## config.mk

```make
export PLATFORM = sky130hd
export DESIGN_NAME = trng_health_fifo
export DESIGN_NICKNAME = d
export VERILOG_FILES = /design/src/rtl/trng_pkg.sv /design/src/rtl/trng_fifo.sv /design/src/rtl/trng_health_fifo.sv
export SDC_FILE = /design/constraint.sdc
export NUM_CORES = 1
export LEC_CHECK = 0
export BUFFER_PORTS_ARGS = -buffer_cell sky130_fd_sc_hd__buf_2
export CAP_MARGIN = 40
export CORE_MARGIN = 3
export CORE_UTILIZATION = 40
export CTS_CLUSTER_SIZE = 24
export DETAILED_ROUTE_END_ITERATION = 12
export PLACE_DENSITY = 0.58
export SYNTH_ARGS = -nofsm -noshare
export SYNTH_HDL_FRONTEND = slang
export SYNTH_SLANG_ARGS = --single-unit
```

## constraint.sdc

```tcl
create_clock -name clk -period 6.6 [get_ports clk]
set_clock_uncertainty 0.2 [all_clocks]
set_input_delay 0.33 -clock clk [delete_from_list [all_inputs] [get_ports clk]]
set_output_delay 0.33 -clock clk [all_outputs]
set_load 0.1 [all_outputs]
```

## src/rtl/trng_pkg.sv

```systemverilog
// Shared definitions for the TRNG health-test and buffering slice:
// default sizing constants, the raw word type and a popcount helper.
package trng_pkg;

    localparam int FIFO_DEPTH         = 4;
    localparam int RCT_CUTOFF_DEFAULT = 3;
    localparam int APT_WORDS_DEFAULT  = 16;
    localparam int APT_LO_DEFAULT     = 200;
    localparam int APT_HI_DEFAULT     = 312;

    typedef logic [31:0] trng_word_t;

    // Number of set bits in a raw word (0..32).
    function automatic logic [5:0] popcount32(input trng_word_t w);
        logic [5:0] c;
        c = '0;
        for (int i = 0; i < 32; i++) begin
            c = c + 6'(w[i]);
        end
        return c;
    endfunction

endpackage

```

## src/rtl/trng_fifo.sv

```systemverilog
// Word FIFO for accepted random words. Pointers wrap modulo DEPTH and the
// level counter carries one extra bit so full and empty are distinguishable.
// Flush has priority over push and pop.
module trng_fifo
    import trng_pkg::*;
#(
    parameter  int DEPTH = FIFO_DEPTH,
    localparam int AW    = $clog2(DEPTH),
    localparam int LW    = AW + 1
) (
    input  logic          clk,
    input  logic          rst_n,
    input  logic          i_push,
    input  logic          i_pop,
    input  logic          i_flush,
    input  trng_word_t    i_wdata,
    output trng_word_t    o_rdata,
    output logic          o_valid,
    output logic [LW-1:0] o_level
);

    trng_word_t    r_mem [DEPTH];
    logic [AW-1:0] r_wr_ptr;
    logic [AW-1:0] r_rd_ptr;
    logic [LW-1:0] r_level;

    // Storage, pointers and occupancy; a simultaneous push and pop keeps the
    // level and advances both pointers, which is also legal when full.
    always_ff @(posedge clk or negedge rst_n) begin
        if (!rst_n) begin
            for (int i = 0; i < DEPTH; i++) begin
                r_mem[i] <= '0;
            end
            r_wr_ptr <= '0;
            r_rd_ptr <= '0;
            r_level  <= '0;
        end else if (i_flush) begin
            r_wr_ptr <= '0;
            r_rd_ptr <= '0;
            r_level  <= '0;
        end else begin
            if (i_push) begin
                r_mem[r_wr_ptr] <= i_wdata;
                r_wr_ptr        <= r_wr_ptr + 1'b1;
            end
            if (i_pop) begin
                r_rd_ptr <= r_rd_ptr + 1'b1;
            end
            if (i_push && !i_pop) begin
                r_level <= r_level + 1'b1;
            end else if (i_pop && !i_push) begin
                r_level <= r_level - 1'b1;
            end
        end
    end

    assign o_rdata = r_mem[r_rd_ptr];
    assign o_valid = (r_level != '0);
    assign o_level = r_level;

endmodule

```

## src/rtl/trng_health_fifo.sv

```systemverilog
// TRNG post-processing stage: runs repetition-count and adaptive-proportion
// health tests on every raw word that arrives, buffers healthy words in a
// small FIFO and raises an interrupt on threshold, overflow or test failure.
module trng_health_fifo
    import trng_pkg::*;
#(
    parameter  int DEPTH      = FIFO_DEPTH,
    parameter  int RCT_CUTOFF = RCT_CUTOFF_DEFAULT,
    parameter  int APT_WORDS  = APT_WORDS_DEFAULT,
    parameter  int APT_LO     = APT_LO_DEFAULT,
    parameter  int APT_HI     = APT_HI_DEFAULT,
    localparam int LW         = $clog2(DEPTH) + 1,
    localparam int RW         = $clog2(RCT_CUTOFF + 1),
    localparam int WW         = (APT_WORDS > 1) ? $clog2(APT_WORDS) : 1
) (
    input  logic          clk,
    input  logic          rst_n,
    input  logic          en,
    input  logic          clear,
    input  logic          in_valid,
    input  logic [31:0]   in_data,
    output logic          in_req,
    input  logic          out_pop,
    output logic [31:0]   out_data,
    output logic          out_valid,
    output logic [LW-1:0] level,
    input  logic [LW-1:0] irq_thresh,
    output logic          overflow,
    output logic          rct_fail,
    output logic          apt_fail,
    output logic          irq
);

    logic          r_overflow;
    logic          r_rct_fail;
    logic          r_apt_fail;
    logic          r_run;
    logic          r_prev_valid;
    trng_word_t    r_prev;
    logic [RW-1:0] r_rep;
    logic [9:0]    r_acc;
    logic [WW-1:0] r_win;

    logic          w_fail;
    logic          w_arrival;
    logic          w_full;
    logic          w_push;
    logic          w_pop;
    logic          w_flush;
    logic [5:0]    w_popcnt;
    logic [RW-1:0] w_rep_next;
    logic          w_rct_trip;
    logic [9:0]    w_apt_total;
    logic          w_win_last;
    logic          w_apt_trip;
    logic [LW-1:0] w_level;
    logic          w_valid;
    trng_word_t    w_rdata;

    assign w_fail      = r_rct_fail | r_apt_fail;
    assign w_arrival   = in_valid & en & ~clear;
    assign w_full      = (w_level == LW'(DEPTH));
    assign w_push      = w_arrival & ~w_fail & (~w_full | out_pop);
    assign w_pop       = out_pop & w_valid;
    assign w_popcnt    = popcount32(in_data);
    assign w_apt_total = r_acc + {4'd0, w_popcnt};
    assign w_win_last  = (r_win == WW'(APT_WORDS - 1));
    assign w_rct_trip  = w_arrival & (w_rep_next == RW'(RCT_CUTOFF));
    assign w_apt_trip  = w_arrival & w_win_last &
                         ((w_apt_total < 10'(APT_LO)) | (w_apt_total > 10'(APT_HI)));
    assign w_flush     = clear | w_rct_trip | w_apt_trip;

    // Next repetition count for the arriving word, saturating at the cutoff.
    always_comb begin
        w_rep_next = r_rep;
        if (!r_prev_valid || (in_data != r_prev)) begin
            w_rep_next = RW'(1);
        end else if (r_rep < RW'(RCT_CUTOFF)) begin
            w_rep_next = r_rep + 1'b1;
        end
    end

    // Sticky overflow and health-failure flags, cleared only by clear or reset.
    always_ff @(posedge clk or negedge rst_n) begin
        if (!rst_n) begin
            r_overflow <= 1'b0;
            r_rct_fail <= 1'b0;
            r_apt_fail <= 1'b0;
        end else if (clear) begin
            r_overflow <= 1'b0;
            r_rct_fail <= 1'b0;
            r_apt_fail <= 1'b0;
        end else if (w_arrival) begin
            if (!w_fail && w_full && !out_pop) begin
                r_overflow <= 1'b1;
            end
            if (w_rct_trip) begin
                r_rct_fail <= 1'b1;
            end
            if (w_apt_trip) begin
                r_apt_fail <= 1'b1;
            end
        end
    end

    // Repetition-count state; tracks every arrival, even dropped or failed ones.
    always_ff @(posedge clk or negedge rst_n) begin
        if (!rst_n) begin
            r_prev_valid <= 1'b0;
            r_prev       <= '0;
            r_rep        <= '0;
        end else if (clear) begin
            r_prev_valid <= 1'b0;
            r_rep        <= '0;
        end else if (w_arrival) begin
            r_prev_valid <= 1'b1;
            r_prev       <= in_data;
            r_rep        <= w_rep_next;
        end
    end

    // Adaptive-proportion window: accumulate ones and restart after the last word.
    always_ff @(posedge clk or negedge rst_n) begin
        if (!rst_n) begin
            r_acc <= '0;
            r_win <= '0;
        end else if (clear) begin
            r_acc <= '0;
            r_win <= '0;
        end else if (w_arrival) begin
            if (w_win_last) begin
                r_acc <= '0;
                r_win <= '0;
            end else begin
                r_acc <= w_apt_total;
                r_win <= r_win + 1'b1;
            end
        end
    end

    // Holds the word request low while reset is asserted and for the first
    // cycle after release, so the core is never asked for data out of reset.
    always_ff @(posedge clk or negedge rst_n) begin
        if (!rst_n) begin
            r_run <= 1'b0;
        end else begin
            r_run <= 1'b1;
        end
    end

    trng_fifo #(
        .DEPTH (DEPTH)
    ) u_fifo (
        .clk     (clk),
        .rst_n   (rst_n),
        .i_push  (w_push),
        .i_pop   (w_pop),
        .i_flush (w_flush),
        .i_wdata (in_data),
        .o_rdata (w_rdata),
        .o_valid (w_valid),
        .o_level (w_level)
    );

    assign out_data  = w_rdata;
    assign out_valid = w_valid;
    assign level     = w_level;
    assign overflow  = r_overflow;
    assign rct_fail  = r_rct_fail;
    assign apt_fail  = r_apt_fail;
    assign in_req    = r_run & en & ~w_fail & (w_level < LW'(DEPTH));
    assign irq       = r_overflow | w_fail |
                       ((irq_thresh != '0) & (w_level >= irq_thresh));

endmodule

```

==> results_dict.tcl, run 1 <==
set metrics [dict create \
    nNetsFinal 965 \
    rows 58 \
    path_common_cell "fa_1" \
    ys_warn_count 0 \
    dieArea_um2 27700 \
    avgSynthCellArea_um2 13.4 \
    drt_wl_total_mm 22.8 \
    fin_crit_ns 6.31 \
    grt_util_met1 0.250 \
    synthTopCellsByArea "dfrtp_1 (46%), mux2_4 (18%), mux4_2 (7.0%)" \
    drc 0 \
    yosysTopAreaCell "dfrtp_1" \
    arrival_ns 6.41 \
    insertion_delay_ns 0.43 \
    worstMarginPinSlew_ns 0.814 \
    cap_violations 0 \
    drt_pass1_iterations 5 \
    status "completed" \
    yosysMostFrequentCell "dfrtp_1" \
    setup-tns-final_ns 0 \
    h-tree-depth 4 \
    critPathRequiredTime_ns 6.70 \
    path_max_fanout 21 \
    nFillCells 2236 \
    worst_slack_ns 0.292 \
    end_kind "flip-flop" \
    initial_utilization 0.407 \
    relSlewSlack 0.457 \
    antenna_cells 0 \
    grt_max_degree 66 \
    cts_resized 0 \
    track_usage 0.171 \
    ys_ff_latch 188 \
    antenna_found_initial 0 \
    synthArstFlopShare 1.00 \
    path_clk_slew_ns 0.07 \
    powerDensity_nw_per_um2 459 \
    critical_path_class "primary input to flip-flop" \
    setup_violations 0 \
    ys_types 56 \
    wl_per_cell_um 18.8 \
    place_inst 1180 \
    finalCritPeriodShare 0.956 \
    overflow 0 \
    route.vias.total 6099 \
    critPathLaunchType "primary input" \
    cts_buffer_depth 2 \
    die_w_um 166 \
    p_clk_frac 0.190 \
    ir_drop_mv 0.410 \
    seqCellArea_um2 4710 \
    cpPeakStageDelay_ns 0.57 \
    cts_buffers 17 \
    rsz0062_at_grt "false" \
    fin_cells 1216 \
    cts-root-buf "clkbuf_16" \
    drtAntennaViolNets 0 \
    grt_pass1_wl_mm 37.4 \
    numPortBuffers 81 \
    dp_slack_ns -0.181 \
    combPwrFrac 0.537 \
    vias_per_cell 5.02 \
    multi_input_area_um2 5160 \
    intPower_mw 2.89 \
    clock_sinks 188 \
    synth.yosys.seq_area_share 0.457 \
    gp_congestion 0.840 \
    yosys-top-cells-count "dfrtp_1 (188), mux2_4 (120), nand2_1 (91)" \
    netlist_area_um2 10300 \
    cts_tree "done" \
    p_leak_nw 5.61 \
    power.total_mw 5.46 \
    drt_iter0_drc 413 \
    synth_edf_count 0 \
    gr-usage-met2 0.273 \
    cts-hold-fix-buffers 4 \
    cts_setup_buffers 0 \
    utilization 0.471 \
    slowest_stage "fa_1" \
    first_global_vias 6515 \
    fmax_mhz 159 \
    hold_path_class "primary input to flip-flop" \
    die_y_um 166 \
    top_usage_layer "met2" \
    place_hpwl_mm 16.1 \
    synth_cells 767 \
    hold_viol 0 \
    synthesis.nets 859 \
    grt_use_met3 0.0305 \
    drive_gt1_frac 0.363 \
    area_growth_pct 15.7 \
    seqPwrFrac 0.272 \
    maxSlewViolCount 0 \
    ys.flop_type "dfrtp_1" \
    path_cells "buf_2 -> fa_1 -> inv_1 -> fa_1 -> fa_1 -> fa_1 -> fa_1 -> fa_1 -> fa_1 -> fa_1 -> nor2b_1 -> o21a_1 -> nor3_1 -> o32a_1 -> o32a_4 -> o22ai_4 -> buf_12 -> mux2_2" \
    num_io_pins 82 \
    core-area_um2 25300 \
    swShare 0.471 \
    power_switching_mw 2.57 \
    synth_top_area_share 0.457 \
]
==> per-stage QoR <==
stage / hold WS [ns] / instance area, um^2
6_report: 0.0280 / 11900
4_1_cts: 0.00654 / 11900
3_3_place_gp: 0.150 / 11200
3_5_place_dp: 0.149 / 11300
2_1_floorplan: -0.166 / 10300
5_1_grt: 0.0267 / 11900
==> sequential cells by signal (all words and copies together), names as in the netlist, 2 cells and up <==
signal,flops
r_rep,2
u_fifo.r_rd_ptr,2
r_win,4
r_acc,10
r_prev,32
u_fifo.r_wr_ptr,2
u_fifo.o_level,3
u_fifo.r_mem,128
==> worst paths after layout <==
kind                             startpoint                 end  slack (ns)  depth (start not counted)
worst max-delay path             in_data[0]    u_fifo.r_mem[32]        0.29                         18
worst min-delay path            in_data[27]          r_prev[27]        0.03                          3
worst max register to register     r_acc[0]    u_fifo.r_mem[32]        0.45                         16
worst min register to register   r_prev[19]          r_prev[19]        0.29                          2
max in group asynchronous             rst_n  u_fifo.r_wr_ptr[0]        4.80                          3
min in group asynchronous             rst_n    u_fifo.r_mem[82]        0.26                          2
==> cells by family (layout without fill, tap and decap cells) <==
| kind of cell | count (synthesis) | count (layout) | synth area share |
|---|---|---|---|
| flip-flops | 188 | 188 | 0.457 |
| multiplexers | 161 | 161 | 0.255 |
| AND/OR/NAND/NOR | 159 | 159 | 0.0729 |
| buffers and inverters | 84 | 203 | 0.0428 |
| AO/OA/AOI/OAI | 78 | 78 | 0.0515 |
| adder cells (fa/ha/maj) | 51 | 51 | 0.0818 |
| XOR/XNOR | 45 | 45 | 0.0383 |
| other | 1 | 1 | 0.000365 |
==> cell type report <==
class,instances,share of cell area
clock inverter,15,0.0151
clock buffer,17,0.0357
timing repair buffer,122,0.0701
tap,330,0.0347
multi-input combinational,495,0.434
sequential,188,0.395
inverter,49,0.0155
==> power groups by stage <==
stage	logic [mW]	clock network (mW)	registers [mW]
after floorplan	2.35	0	1.50
after global placement	2.87	0	1.51
after detailed placement	2.91	0	1.50
after CTS	2.93	1.06	1.49
after global routing	3.16	1.11	1.52
final	2.93	1.04	1.49
==> layer usage <==
metal,vias to the layer above,share of wire
li1,2891,-
met4,0,0.0046
met3,5,0.025
met1,3127,0.49
met2,76,0.48
met5,-,0
==> critical path: cells and delay by family <==
kind / cells / cell delay [ns]
compound gates: 4 / 1.11
fa+ha+maj: 8 / 3.83
buf+inv: 3 / 0.41
mux: 1 / 0.36
simple gates: 2 / 0.35
==> placed cells by master, fill, tap and decap left out, types with 17 or more instances in the layout <==
cell / count
xor2_1: 26
buf_4: 29
ha_1: 24
xnor2_1: 19
buf_2: 80
fa_1: 27
dfrtp_1: 187
inv_1: 49
mux4_2: 32
nand2_1: 91
clkbuf_16: 17
o21ai_0: 34
mux2_4: 120
(Power assumes the default switching activity.)
==> run 2: changes to the inputs <==
==> constraint.sdc (replaced) <==
create_clock -name clk -period 6.6 [get_ports clk]
set_clock_uncertainty 0.2 [all_clocks]
set_input_delay 0.66 -clock clk [delete_from_list [all_inputs] [get_ports clk]]
set_output_delay 0.66 -clock clk [all_outputs]
set_load 0.1 [all_outputs]
==> results_dict.tcl, run 2 (synthesis gave the netlist of run 1 again) <==
set metrics [dict create \
    setup_violations 0 \
    grt_pass1_wl_mm 38.1 \
    numPortBuffers 81 \
    num_io_pins 82 \
    nNetsFinal 978 \
    drt_wl_total_mm 23.7 \
    rows 58 \
    antenna_cells 0 \
    hold_path_class "primary input to asynchronous set/reset pin" \
    gp_congestion 0.819 \
    drt_iter0_drc 454 \
    track_usage 0.174 \
    vias_per_cell 5.02 \
    relSlewSlack 0.464 \
    cts-root-buf "clkbuf_16" \
    dieArea_um2 27700 \
    die_y_um 166 \
    drive_gt1_frac 0.382 \
    p_leak_nw 5.68 \
    place_inst 1189 \
    clock_sinks 188 \
    cts_buffers 17 \
    r2r_cells 17 \
    hold_viol 0 \
    nFillCells 2243 \
    maxSlewViolCount 0 \
    initial_utilization 0.407 \
    combPwrFrac 0.558 \
    cts_buffer_depth 2 \
    intPower_mw 3.01 \
    status "completed" \
    insertion_delay_ns 0.42 \
    antenna_found_initial 1 \
    swShare 0.462 \
    final_cell_mix "dfrtp_1 (187), mux2_4 (120), nand2_1 (91)" \
    critPathLaunchType "primary input" \
    fin_crit_ns 6.50 \
    drtAntennaViolNets 0 \
    critPathRequiredTime_ns 6.71 \
    regMostFlops "u_fifo.r_mem" \
    cap_violations 0 \
    end_kind "flip-flop" \
    crit_start "in_data[17]" \
    first_global_vias 6598 \
    drt_pass1_iterations 4 \
    fin_cells 1229 \
    core-area_um2 25300 \
    path_max_fanout 10 \
    wl_per_cell_um 19.3 \
    arrival_ns 6.61 \
    place_hpwl_mm 16.0 \
    powerDensity_nw_per_um2 464 \
    cts_tree "done" \
    h-tree-depth 4 \
    route.vias.total 6175 \
    path_clk_slew_ns 0.07 \
    finalCritPeriodShare 0.985 \
    cts-hold-fix-buffers 0 \
    drc 0 \
    p_clk_frac 0.177 \
    r2r_start "r_acc[0]" \
    overflow 0 \
    final_common_cell "dfrtp_1" \
    power.total_mw 5.60 \
    top_regs "u_fifo.r_mem: 128 flops, r_prev: 32 flops, r_acc: 10 flops" \
    power_switching_mw 2.59 \
    seqPwrFrac 0.265 \
    ir_drop_mv 0.374 \
    die_w_um 166 \
    grt_max_degree 78 \
    largest_reg_flops 128 \
    area_growth_pct 17.3 \
    critical_path_class "primary input to flip-flop" \
    worstMarginPinSlew_ns 0.804 \
    fmax_mhz 154 \
]
-- run 2: changes by cell type in the layout (fill, tap and decap cells not counted), moves of 3 or more --
cell,change
buf_12,+3
buf_4,+11
clkbuf_16,+5
clkinvlp_4,+3
dlygate4sd3_1,-4
inv_6,+3
-- run 2: power groups by stage --
stage	clock, mW	sequential (mW)	combinational [mW]
final	0.991	1.49	3.12
after global routing	1.07	1.52	3.38
after CTS	1.02	1.49	3.03
after detailed placement	0	1.50	3.01
after global placement	0	1.50	2.98
after floorplan	0	1.50	2.35
-- run 2: layout make-up --
cell class	count	area, um^2	share of cell area
clock buffers	18	439	0.0364
clock inverters	14	126	0.0105
inverters	49	184	0.0152
multi-input cells	495	5180	0.429
flip-flops and latches	188	4710	0.390
well taps	330	413	0.0342
repair buffers	135	1020	0.0845
-- run 2: metal layers --
metal	up-vias	GRT usage	share of wire
met5	-	0	0.00055
met4	2	0.0334	0.0076
met3	10	0.0281	0.031
met2	90	0.277	0.49
met1	3161	0.255	0.47
li1	2912	-	-
-- run 2: metrics by stage --
step / worst slack [ns] / cell area, um^2 / hold WS, ns / setup TNS (ns) / utilization
CTS: 0.0352 / 11900 / 0.0851 / 0 / 0.470
floorplan: -0.00631 / 10300 / 0.164 / -0.379 / -
global placement: -0.437 / 11300 / 0.271 / -49.13 / 0.447
detailed placement: -0.487 / 11300 / 0.280 / -54.49 / 0.448
global route: -0.0194 / 12100 / 0.0802 / -0.255 / 0.478
finish: 0.102 / 12100 / 0.0424 / 0 / 0.478
-- run 2: final timing paths --
path	endpoint	slack, ns
hold reg to reg	r_acc[4]	0.29
max in group asynchronous	apt_fail	4.89
hold / removal	u_fifo.r_mem[118]	0.04
min in group clk	r_acc[4]	0.29
setup reg to reg	u_fifo.r_mem[35]	0.69
setup / recovery	u_fifo.r_mem[35]	0.10
-- run 2: critical path, cell delays in order --
cell and delay, ns:
buf_2 0.13, fa_1 0.54, inv_1 0.05, fa_1 0.54, fa_1 0.47, fa_1 0.50
fa_1 0.53, fa_1 0.43, fa_2 0.36, fa_2 0.38, nor2b_4 0.16, o21a_1 0.17
nor3_1 0.06, o32a_1 0.35, o32a_4 0.43, o22ai_4 0.16, buf_12 0.17, clkbuf_16 0.18
mux2_4 0.31
-- run 2: what timing repair did --
| action | CTS | global route |
|---|---|---|
| gates resized for setup | 1 | 4 |
| setup buffers | 0 | 3 |
| pin swaps | 0 | 4 |
| cloned | 0 | 5 |
| setup endpoints to repair | 22 | 112 |
